<file path="src/rtl/ddr3_clk_seq.sv">
// ddr3_clk_seq: bring-up sequencer for the ECP3 DDR3 clock subsystem (lock wait, DLL update,
// ECLKSYNC restart, datapath reset, PLL phase search). DDR3_CLK_SEQ_MARGIN_EN adds a DONE-state phase offset.
module ddr3_clk_seq #(
  parameter int LOCK_WAIT     = 64,
  parameter int UPD_CYCLES    = 16,
  parameter int STOP_CYCLES   = 4,
  parameter int RST_CYCLES    = 8,
  parameter int SETTLE_CYCLES = 160,
  parameter int UPD_PERIOD    = 4096
) (
  input  logic       sclk,
  input  logic       reset,
  input  logic       pll_lock,
  input  logic       dll_lock,
  input  logic [1:0] align_status,
`ifdef DDR3_CLK_SEQ_MARGIN_EN
  input  logic [3:0] margin_code,
`endif
  output logic [3:0] phase,
  output logic       stop,
  output logic       reset_datapath,
  output logic       uddcntln,
  output logic       good,
  output logic       err
);

  localparam logic [15:0] LW_LD     = 16'(LOCK_WAIT - 1);
  localparam logic [15:0] UPD_LD    = 16'(UPD_CYCLES - 1);
  localparam logic [15:0] STOP_LD   = 16'(STOP_CYCLES - 1);
  localparam logic [15:0] RST_LD    = 16'(RST_CYCLES - 1);
  localparam logic [15:0] SETTLE_LD = 16'(SETTLE_CYCLES - 1);
  localparam logic [15:0] PER_LD    = (UPD_PERIOD == 0) ? 16'd0 : 16'(UPD_PERIOD - 1);

  typedef enum logic [3:0] {
    S_WAIT_LOCK, S_DLL_UPD, S_STOP, S_RST_DP, S_SETTLE,
    S_CHECK, S_DONE, S_DONE_UPD, S_ERR
  } state_t;

  state_t      state, state_nxt;
  logic [15:0] timer, timer_nxt;
  logic [3:0]  phase_q, phase_nxt;
  logic [3:0]  tries, tries_nxt;
  logic        pll_lock_p0, pll_lock_p1, dll_lock_p0, dll_lock_p1;
  logic        lk;

  assign lk = pll_lock_p1 & dll_lock_p1;

  always_ff @(posedge sclk) begin
    if (reset) begin
      state       <= S_WAIT_LOCK;
      timer       <= '0;
      phase_q     <= '0;
      tries       <= '0;
      pll_lock_p0 <= 1'b0;
      pll_lock_p1 <= 1'b0;
      dll_lock_p0 <= 1'b0;
      dll_lock_p1 <= 1'b0;
    end else begin
      state       <= state_nxt;
      timer       <= timer_nxt;
      phase_q     <= phase_nxt;
      tries       <= tries_nxt;
      // lock synchronizer stage p0 -> p1
      pll_lock_p0 <= pll_lock;
      pll_lock_p1 <= pll_lock_p0;
      dll_lock_p0 <= dll_lock;
      dll_lock_p1 <= dll_lock_p0;
    end
  end

  always_comb begin
    state_nxt = state;
    timer_nxt = (timer == '0) ? timer : timer - 16'd1;
    phase_nxt = phase_q;
    tries_nxt = tries;
    if (state != S_WAIT_LOCK && state != S_ERR && !lk) begin
      // lock loss restarts the search from the current phase
      state_nxt = S_WAIT_LOCK;
      timer_nxt = LW_LD;
      tries_nxt = '0;
    end else begin
      case (state)
        S_WAIT_LOCK: begin
          if (!lk) timer_nxt = LW_LD;
          else if (timer == '0) begin
            state_nxt = S_DLL_UPD;
            timer_nxt = UPD_LD;
          end
        end
        S_DLL_UPD: if (timer == '0) begin state_nxt = S_STOP;   timer_nxt = STOP_LD;   end
        S_STOP:    if (timer == '0) begin state_nxt = S_RST_DP; timer_nxt = RST_LD;    end
        S_RST_DP:  if (timer == '0) begin state_nxt = S_SETTLE; timer_nxt = SETTLE_LD; end
        S_SETTLE:  if (timer == '0) state_nxt = S_CHECK;
        S_CHECK: begin
          if (align_status == 2'b00) begin
            state_nxt = S_DONE;
            timer_nxt = PER_LD;
          end else if (tries == 4'd15) begin
            state_nxt = S_ERR;
          end else begin
            phase_nxt = phase_q + 4'd1;
            tries_nxt = tries + 4'd1;
            state_nxt = S_STOP;
            timer_nxt = STOP_LD;
          end
        end
        S_DONE: begin
          if (UPD_PERIOD != 0 && timer == '0) begin
            state_nxt = S_DONE_UPD;
            timer_nxt = UPD_LD;
          end
        end
        S_DONE_UPD: if (timer == '0) begin state_nxt = S_DONE; timer_nxt = PER_LD; end
        default: state_nxt = state;
      endcase
    end
  end

  assign stop           = (state == S_STOP);
  assign reset_datapath = (state inside {S_WAIT_LOCK, S_DLL_UPD, S_STOP, S_RST_DP, S_ERR});
  assign uddcntln       = !(state inside {S_DLL_UPD, S_DONE_UPD});
  assign good           = (state inside {S_DONE, S_DONE_UPD});
  assign err            = (state == S_ERR);

`ifdef DDR3_CLK_SEQ_MARGIN_EN
  logic [3:0] margin_p0;

  always_ff @(posedge sclk) begin
    margin_p0 <= margin_code;
  end

  assign phase = phase_q + (good ? margin_p0 : 4'd0);
`else
  assign phase = phase_q;
`endif

endmodule

</file>
<file path="config.mk">
export PLATFORM = sky130hd
export DESIGN_NAME = ddr3_clk_seq
export DESIGN_NICKNAME = d
export VERILOG_FILES = /design/src/rtl/ddr3_clk_seq.sv
export SDC_FILE = /design/constraint.sdc
export NUM_CORES = 1
export LEC_CHECK = 0
export ABC_AREA = 1
export CORE_ASPECT_RATIO = 1.4
export CORE_MARGIN = 2
export CORE_UTILIZATION = 45
export DETAILED_ROUTE_END_ITERATION = 6
export GPL_TIMING_DRIVEN = 0
export PLACE_DENSITY_LB_ADDON = 0.25
export SYNTH_ARGS = -nofsm -noshare
export SYNTH_HDL_FRONTEND = slang
export SYNTH_SLANG_ARGS = --single-unit
</file>
<file path="constraint.sdc">
create_clock -name sclk -period 1.5 [get_ports sclk]
set_input_delay 0.3 -clock sclk [delete_from_list [all_inputs] [get_ports sclk]]
set_output_delay 0.3 -clock sclk [all_outputs]
set_load 0.02 [all_outputs]
</file>
==> results.json, run 1 <==
{
  "path_max_fanout": 7,
  "synthArstFlopShare": 0,
  "grt_max_degree": 12,
  "outcome": "finished, violations left",
  "antenna_found_initial": 0,
  "rsz0062_at_grt": "yes",
  "cts_made_buffers": 5,
  "cts.sinks": 32,
  "clk_pin_slew_worst_paths_ns": 0.07,
  "ff2ff_path_depth": 8,
  "floorplan.initialDensity": 0.466,
  "setup_viol": 8,
  "worst-path-stages": 8,
  "yosysWarnings": 0,
  "ir_worst_vdd_uv": 426,
  "fp.dieW_um": 59.8,
  "relSlewSlack": 0.783,
  "drc": 0,
  "die-height_um": 82.1,
  "finalMaxSlewViolations": 0,
  "place.gp.congestion": 0.939,
  "crit_path_frequent_cell": "nand2_1",
  "wire_per_inst_um": 14.8,
  "fin_nets": 364,
  "setup_ws_ns": -0.0446,
  "port_buffers": 14,
  "synthFlopType": "dfxtp_1",
  "syn2layout_area_growth_pct": 47.6,
  "min_period_ns": 1.54,
  "rr_startpoint": "state[1]$_SDFFE_PP0P_",
  "cts_max_level": 2,
  "grt_pass1_vias": 1927,
  "crit-reg2reg-capture": "timer[11]$_SDFF_PP0_",
  "grt_pass1_wl_um": 8350,
  "crit_type": "flip-flop to flip-flop",
  "avgSynthCellArea_um2": 6.38,
  "cp-end-kind": "flip-flop",
  "syn_nets": 317,
  "worst_pin_slew_ns": 0.324,
  "cts_hold_buffers": 0,
  "power.density_nw_per_um2": 652,
  "synth_edf_count": 0,
  "core_region_area_um2": 4200,
  "finalCritPeriodShare": 1.03,
  "grt-ovfl-total": 0,
  "cts_tree": "built",
  "io_pins": 15,
  "startpoint_type": "flip-flop",
  "max_freq_mhz": 647,
  "cts_buffer_depth": 2,
  "drive_gt1_frac": 0.406,
  "routed_wl_um": 5940,
  "cts_root_buf": "clkbuf_8",
  "synth.ff_latch_count": 32,
  "p_leak_nw": 1.32,
  "ant_nets": 0,
  "routed_via_density": 5.38,
  "design_area_um2": 2890,
  "crit_family": "simple AND/OR/NAND/NOR gates",
  "hold_viol": 0,
  "ys_seq_area_frac": 0.327,
  "via_count": 2150,
  "placement_rows": 28,
  "diodes": 0,
  "worstSkewPairLatency_ns": 0.29,
  "drt-initial-drc-count": 159,
  "dieArea_um2": 4910,
  "crit_buf_inv": 1,
  "grt.total_usage": 0.226,
  "placed_area_um2": 2160,
  "cp.required_ns": 1.72,
  "synth_cell_types": 33,
  "cp-endpoint": "timer[11]$_SDFF_PP0_",
  "dr.pass1.iters": 4,
  "place_ws_ns": -0.323,
  "crit_start": "state[1]$_SDFFE_PP0P_",
  "violations": "setup timing",
  "fin_skew_ns": 0.00351,
  "netlist_area_um2": 1960,
  "cp_data_arrival_time_ns": 1.76,
  "cap_violations": 0,
  "hpwlAfterDp_um": 3530,
  "path_cells": "nor2_4 -> buf_4 -> nand2_1 -> o21ai_0 -> nand2_1 -> nand3_4 -> nand2_1 -> a21oi_1",
  "cpMaxStageDelayCell": "dfxtp_4",
  "cpPeakStageDelay_ns": 0.40,
  "netlist_instances": 307,
  "regToRegSetupSlack_ns": -0.04,
  "hold_class": "flip-flop to flip-flop"
}
-- power by group --
group	leakage [nW]	switching (mW)	internal (mW)
logic	0.994	0.100	0.0761
clock network	0.0541	0.350	0.491
registers	0.267	0.0122	0.857
-- Yosys cell counts (3+ instances only) --
cell type / n / area share
nand3_1: 20 / 0.051
nand2_1: 64 / 0.12
nor2_2: 3 / 0.0096
dfxtp_1: 32 / 0.33
inv_2: 6 / 0.011
ha_1: 4 / 0.026
xor2_1: 7 / 0.031
nand3b_1: 3 / 0.011
a21oi_1: 22 / 0.056
nand2_2: 7 / 0.022
nor3_1: 6 / 0.015
o21ai_0: 12 / 0.031
inv_1: 33 / 0.063
nor2_1: 65 / 0.12
-- stage by stage --
step	total power [mW]	utilization	cells	hold slack, ns	setup TNS [ns]
final	1.89	0.688	400	0.406	-0.154
after detailed placement	1.01	0.514	366	0.397	-7.00
after CTS	1.85	0.576	381	0.410	-0.0588
after floorplan	0.973	-	307	0.388	-0.00653
after global placement	1.01	0.514	366	0.391	-6.40
after global routing	1.94	0.688	400	0.437	-1.44
-- how the worst min path moves through the flow --
stage                                 startpoint                endpoint  cells past startpoint
final                     pll_lock_p0$_SDFF_PP0_  pll_lock_p1$_SDFF_PP0_                      2
after CTS                 pll_lock_p0$_SDFF_PP0_  pll_lock_p1$_SDFF_PP0_                      2
after floorplan           dll_lock_p0$_SDFF_PP0_  dll_lock_p1$_SDFF_PP0_                      2
after global placement    pll_lock_p0$_SDFF_PP0_  pll_lock_p1$_SDFF_PP0_                      2
after detailed placement  pll_lock_p0$_SDFF_PP0_  pll_lock_p1$_SDFF_PP0_                      2
after global routing      dll_lock_p0$_SDFF_PP0_  dll_lock_p1$_SDFF_PP0_                      2
-- worst reg2reg max path: cells and delay by family, from the launching register on --
kind | cells | cell delay [ns]
simple gates | 5 | 0.60
flops | 1 | 0.40
compound gates | 2 | 0.32
buf+inv | 1 | 0.15
-- state kept, by name, summed over array words and instances (netlist names) --
name and count:
dll_lock_p0 1, dll_lock_p1 1, phase 4, pll_lock_p0 1, pll_lock_p1 1, state 4
timer 16, tries 4
-- metal layers --
layer / up-vias / GRT usage / part of all wire
li1: 1077 / - / -
met1: 985 / 0.249 / 0.38
met2: 64 / 0.387 / 0.53
met3: 24 / 0.0409 / 0.038
met4: 0 / 0.147 / 0.051
met5: - / 0 / 0
-- what timing repair did --
| item | CTS | global route |
|---|---|---|
| gates cloned | 0 | 1 |
| gates resized for setup | 66 | 91 |
| setup endpoints to repair | 35 | 30 |
| endpoints found under the hold margin | 0 | 0 |
| setup buffers | 7 | 18 |
| pin swaps | 10 | 29 |
-- layout by cell type (no fill, tap or decap), types with 2 or more instances in the layout --
cell type        netlist  routed
xnor2_1                2       2
a21oi_1               22      19
o21ai_0               12       7
buf_4                  1      28
a31oi_1                2       2
o21ai_2                1       3
clkdlybuf4s50_1        0       5
o21ai_1                2       3
inv_2                  6       9
dfxtp_1               32      20
nand2_1               64      48
buf_2                  0       2
dfxtp_2                0       8
clkbuf_8               0       5
nor2_1                65      41
dlygate4sd2_1          0       4
nor2_4                 1      17
a21oi_2                0       2
nand3_1               20      15
nand3_4                0       3
inv_4                  0       4
nor3_1                 6       3
nand2_4                0       9
dfxtp_4                0       4
nor2_2                 3      11
a21oi_4                1       2
nor3_2                 1       4
ha_4                   0       2
nand3b_1               3       3
o21ai_4                0       2
nand3_2                2       4
nand2_2                7      13
xor2_1                 7       7
inv_1                 33      25
-- logic make-up (layout without fill, tap and decap cells) --
family                     after synthesis  count (layout)  synth area share
DFF                                     32              32             0.327
buffers and inverters                   41              89            0.0805
xor gates and xnor gates                 9               9            0.0402
and+or+nand+nor                        176             176             0.395
adders and majority gates                4               4            0.0255
AOI/OAI and AO/OA                       45              45             0.132
-- area by class of cell --
| type | count | area, µm² |
|---|---|---|
| inverter | 39 | 161 |
| fill | 318 | 1310 |
| clock buffer | 5 | 68.8 |
| sequential | 32 | 666 |
| clock inverter | 3 | 42.5 |
| timing repair buffer | 40 | 330 |
| multi-input combinational | 234 | 1550 |
| buffer | 2 | 20.0 |
| tap | 45 | 56.3 |
(Power assumes the default switching activity.)
==> inputs of run 2 (changes only) <==
==> constraint.sdc (replaced) <==
create_clock -name sclk -period 1.5 [get_ports sclk]
set_input_delay 0.3 -clock sclk [delete_from_list [all_inputs] [get_ports sclk]]
set_output_delay 0.3 -clock sclk [all_outputs]
set_load 0.1 [all_outputs]
==> run 2 against run 1 <==
Against the previous run: maximum frequency down 0.59%; critical path depth fell by 3; clock-buffer cell count is the same; cell area is 0.26% higher; first-iteration DRC count decreased by 39%; combinational power is 11% lower; critical path type is now flip-flop to output port; setup slack worse by 0.0092 ns; global-route usage is 0.27 points lower; the run still ends with setup timing left; clock skew is essentially flat; utilization increased by 0.18 points; clock power shrank 19%.
==> results.json, run 2 (synthesis gave the netlist of run 1 again) <==
{
  "outcome": "finished, violations left",
  "violations": "setup timing",
  "worst_pin_slew_ns": 0.516,
  "hold_path.startpoint": "dll_lock_p0$_SDFF_PP0_",
  "rsz0062_at_grt": "yes",
  "cts_max_level": 2,
  "cap_violations": 0,
  "grt_pass1_vias": 1956,
  "ant_nets": 0,
  "whs_path_depth": 2,
  "antenna_found_initial": 0,
  "pwr-share-clk": 0.399,
  "cts_root_buf": "clkbuf_8",
  "cts_tree": "built",
  "port_buffers": 14,
  "fp.dieW_um": 59.8,
  "fin_nets": 359,
  "ir_worst_vdd_uv": 731,
  "crit_type": "flip-flop to output port",
  "p_seq_frac": 0.509,
  "p_leak_nw": 1.31,
  "power_switching_uw": 461,
  "routed_wl_um": 5720,
  "layout_common_cells": "nand2_1, nor2_1, inv_1, nor2_4, buf_4",
  "min_period_ns": 1.55,
  "grt_pass1_wl_um": 8440,
  "place.gp.congestion": 0.936,
  "core_region_area_um2": 4200,
  "drc": 0,
  "io_pins": 15,
  "die-height_um": 82.1,
  "rr_startpoint": "timer[0]$_SDFF_PP0_",
  "finalMaxSlewViolations": 0,
  "floorplan.initialDensity": 0.466,
  "setup_viol": 13,
  "setup_ws_ns": -0.0538,
  "final_common_cell": "nand2_1",
  "crit-reg2reg-capture": "timer[0]$_SDFF_PP0_",
  "dr.pass1.iters": 4,
  "relSlewSlack": 0.660,
  "clk_pin_slew_worst_paths_ns": 0.07,
  "fin_skew_ns": 0.00341,
  "grt_max_degree": 13,
  "syn2layout_area_growth_pct": 48.0,
  "drive_gt1_frac": 0.423,
  "cts_buffer_depth": 2,
  "cp-end-kind": "output port",
  "grt-ovfl-total": 0,
  "path_max_fanout": 5,
  "p_comb_frac": 0.092,
  "dieArea_um2": 4910,
  "regToRegSetupSlack_ns": -0.03,
  "hpwlAfterDp_um": 3600,
  "grt.total_usage": 0.223,
  "startpoint_type": "flip-flop",
  "p_sw_frac": 0.269,
  "diodes": 0,
  "power.density_nw_per_um2": 590,
  "ff2ff_path_depth": 8,
  "cts.sinks": 32,
  "intPower_mw": 1.25,
  "largest_reg_flops": 16,
  "wire_per_inst_um": 14.5,
  "cp.required_ns": 1.20,
  "fin_tns_setup_ns": -0.293,
  "hold_viol": 0,
  "finalCritPeriodShare": 1.04,
  "routed_via_density": 5.43,
  "max_freq_mhz": 644,
  "cts_hold_buffers": 0,
  "drt-initial-drc-count": 97,
  "via_count": 2143,
  "placement_rows": 28,
  "cp_data_arrival_time_ns": 1.25,
  "hold_end": "dll_lock_p1$_SDFF_PP0_",
  "place_ws_ns": -0.847,
  "cts_made_buffers": 5,
  "hold_class": "flip-flop to flip-flop",
  "worstSkewPairLatency_ns": 0.29,
  "regMostFlops": "timer"
}
run 2: cell count changes in the layout (fill, tap and decap cells not counted), sizes merged:
cell           delta
clkbuf            -1
buf               -1
clkinvlp          +2
dlygate4sd2       -4
bufinv            -1
inv               -1
clkdlybuf4s18     +1
run 2: through the flow:
stage	hold WS, ns	instances	util	total power, mW	cell area (µm²)
global route	0.423	395	0.690	1.77	2900
finish	0.405	395	0.690	1.71	2900
CTS	0.407	382	0.602	1.71	2530
global placement	0.389	366	0.521	1.01	2190
floorplan	0.388	307	-	0.974	1990
detailed placement	0.396	366	0.521	1.01	2190
run 2: power groups by stage:
stage	clock network, mW	registers [mW]	logic (mW)
finish	0.683	0.870	0.157
floorplan	0	0.891	0.0836
detailed placement	0	0.893	0.118
CTS	0.702	0.871	0.137
global placement	0	0.893	0.116
global route	0.725	0.871	0.173
run 2: repair_timing:
action                                  in CTS  in global routing
setup buffers                                8                 13
resized for setup                          110                 83
pin swaps                                    9                 29
endpoints found under the setup margin      37                 34
run 2: layer usage:
metal | vias to the layer above | part of all wire | global-route usage | wire length [µm]
met5 | - | 0 | 0 | 0
met4 | 0 | 0.030 | 0.0800 | 172
li1 | 1074 | - | - | -
met3 | 18 | 0.033 | 0.0409 | 191
met1 | 999 | 0.38 | 0.244 | 2200
met2 | 52 | 0.55 | 0.416 | 3160
run 2: how the worst max path moves through the flow:
stage / startpoint / cells past startpoint / slack [ns] / to
6_report: state[2]$_SDFFE_PP0P_ / 5 / -0.05 / uddcntln
5_1_grt: state[2]$_SDFFE_PP0P_ / 7 / -0.12 / timer[14]$_SDFF_PP0_
4_1_cts: state[1]$_SDFFE_PP0P_ / 4 / -0.04 / err
3_5_place_dp: state[3]$_SDFFE_PP0P_ / 4 / -0.85 / stop
3_3_place_gp: state[3]$_SDFFE_PP0P_ / 4 / -0.86 / stop
2_1_floorplan: state[1]$_SDFFE_PP0P_ / 3 / -0.25 / err
run 2: critical path, stage by stage, from the launching register on:
cell     delay, ns
dfxtp_4       0.37
nor2_4        0.21
nand2_2       0.10
inv_2         0.08
nor2_4        0.04
buf_12        0.16
run 2: final cells by class:
class                      instances  area (µm²)
buffer                             2        20.0
sequential                        32         673
timing repair buffer              35         333
clock inverter                     3        23.8
inverter                          39         165
fill                             347        1310
tap                               45        56.3
multi-input combinational        234        1560
clock buffer                       5        68.8
==> inputs of run 3 (changes only) <==
Settings changed: CORE_UTILIZATION 45 to 29.
==> run 3 against run 2 <==
Against the previous run: the run still ends with setup timing left; clock-buffer cell count increased by 2; combinational power increased by 12%; global-route usage down 7.0 points; setup slack improved by 0.017 ns; die area rose by 52%; sequential share of layout area is 0.91 points lower; highest routed layer unchanged; critical path depth up 1.
==> results.json, run 3 (synthesis gave the netlist of run 1 again) <==
{
  "outcome": "finished, violations left",
  "violations": "setup timing",
  "ir_worst_vdd_uv": 385,
  "min_period_ns": 1.54,
  "p_seq_frac": 0.443,
  "placed_area_um2": 2230,
  "routed_via_density": 4.89,
  "relSlewSlack": 0.641,
  "power_switching_uw": 441,
  "grt-ovfl-total": 0,
  "grt.total_usage": 0.154,
  "max_freq_mhz": 651,
  "worstSkewPairLatency_ns": 0.28,
  "final_common_cell": "nand2_1",
  "place.gp.congestion": 0.853,
  "finalCritPeriodShare": 1.02,
  "fp.dieW_um": 73.5,
  "routed_wl_um": 5630,
  "hold_class": "flip-flop to flip-flop",
  "crit_type": "flip-flop to output port",
  "die-height_um": 101,
  "intPower_mw": 1.52,
  "cp.required_ns": 1.20,
  "crit_start": "state[0]$_SDFFE_PP0P_",
  "wire_per_inst_um": 13.1,
  "fin_cells": 430,
  "pwr-share-clk": 0.467,
  "fin_skew_ns": 0.0103,
  "syn2layout_area_growth_pct": 53.1,
  "setup_viol": 6,
  "layout_common_cells": "nand2_1, nor2_1, buf_4, inv_1, nor2_4",
  "ff2ff_path_depth": 10,
  "finalMaxSlewViolations": 0,
  "rr_startpoint": "timer[0]$_SDFF_PP0_",
  "rsz0062_at_grt": "yes",
  "io_pins": 15,
  "grt_pass1_vias": 2039,
  "dieArea_um2": 7440,
  "total_power_mw": 1.96,
  "cap_violations": 0,
  "ant_nets": 0,
  "largest_reg_flops": 16,
  "via_count": 2104,
  "cts_root_buf": "clkbuf_8",
  "cts_tree": "built",
  "clk_pin_slew_worst_paths_ns": 0.07,
  "cts_buffer_depth": 2,
  "drt-initial-drc-count": 64,
  "power.density_nw_per_um2": 654,
  "grt_max_degree": 11,
  "crit-reg2reg-capture": "state[2]$_SDFFE_PP0P_",
  "p_comb_frac": 0.090,
  "hpwlAfterDp_um": 3910,
  "place_ws_ns": -0.875,
  "cp-endpoint": "uddcntln",
  "design_area_um2": 3000,
  "worst_pin_slew_ns": 0.541,
  "grt_pass1_wl_um": 8990,
  "dr.pass1.iters": 4,
  "hold_viol": 0,
  "dp_cells": 395,
  "placement_rows": 35,
  "p_leak_nw": 1.33,
  "path_max_fanout": 5,
  "drc": 0,
  "cts_max_level": 2,
  "drive_gt1_frac": 0.427,
  "cp-end-kind": "output port",
  "cp_data_arrival_time_ns": 1.24,
  "port_buffers": 14,
  "regMostFlops": "timer",
  "core_region_area_um2": 6570,
  "cts.sinks": 32,
  "regToRegSetupSlack_ns": -0.01,
  "p_sw_frac": 0.225,
  "startpoint_type": "flip-flop",
  "fin_nets": 365,
  "floorplan.initialDensity": 0.298,
  "cts_made_buffers": 5,
  "setup_ws_ns": -0.0372,
  "diodes": 0,
  "antenna_found_initial": 0
}
run 3: worst min-delay path by stage:
stage,start,to,depth (start not counted)
floorplan,dll_lock_p0$_SDFF_PP0_,dll_lock_p1$_SDFF_PP0_,2
global placement,pll_lock_p0$_SDFF_PP0_,pll_lock_p1$_SDFF_PP0_,2
detailed placement,dll_lock_p0$_SDFF_PP0_,dll_lock_p1$_SDFF_PP0_,2
CTS,dll_lock_p0$_SDFF_PP0_,dll_lock_p1$_SDFF_PP0_,2
global route,pll_lock_p0$_SDFF_PP0_,pll_lock_p1$_SDFF_PP0_,2
finish,dll_lock_p0$_SDFF_PP0_,dll_lock_p1$_SDFF_PP0_,2
run 3: repair_timing:
action / CTS / global route
hold buffers: 0 / 0
setup buffers: 11 / 16
setup endpoints to repair: 37 / 36
gates resized for setup: 113 / 73
gates cloned: 0 / 0
pin swaps: 11 / 26
run 3: layer usage:
metal  vias up  global-route usage  share of wire
met5         -                   0              0
li1       1076                   -              -
met1       973               0.163           0.39
met3        18              0.0259          0.023
met2        37               0.279           0.54
met4         0              0.0867          0.043
run 3: critical path, cell delays in order, from the launching register on:
cell,delay (ns)
dfxtp_4,0.41
inv_6,0.05
nor2_4,0.14
nand2_2,0.08
inv_2,0.08
nor2_4,0.04
buf_12,0.16
run 3: final cells by class:
class,instances,area (µm²)
clock buffer,7,96.3
timing repair buffer,41,383
buffer,2,20.0
clock inverter,1,30.0
inverter,39,160
tap,74,92.6
multi-input combinational,234,1550
sequential,32,669
fill,648,3570
run 3: power groups by stage:
stage,registers (mW),logic [mW],clock network (mW)
floorplan,0.891,0.0836,0
global placement,0.893,0.119,0
detailed placement,0.894,0.120,0
CTS,0.868,0.141,0.940
global route,0.871,0.197,0.984
finish,0.870,0.176,0.917
run 3: through the flow:
| step | hold WS (ns) | utilization | setup TNS [ns] |
|---|---|---|---|
| floorplan | 0.388 | - | -0.413 |
| global placement | 0.395 | 0.339 | -11.02 |
| detailed placement | 0.398 | 0.339 | -11.14 |
| CTS | 0.409 | 0.403 | -0.0580 |
| global route | 0.417 | 0.457 | -1.93 |
| finish | 0.405 | 0.457 | -0.0564 |
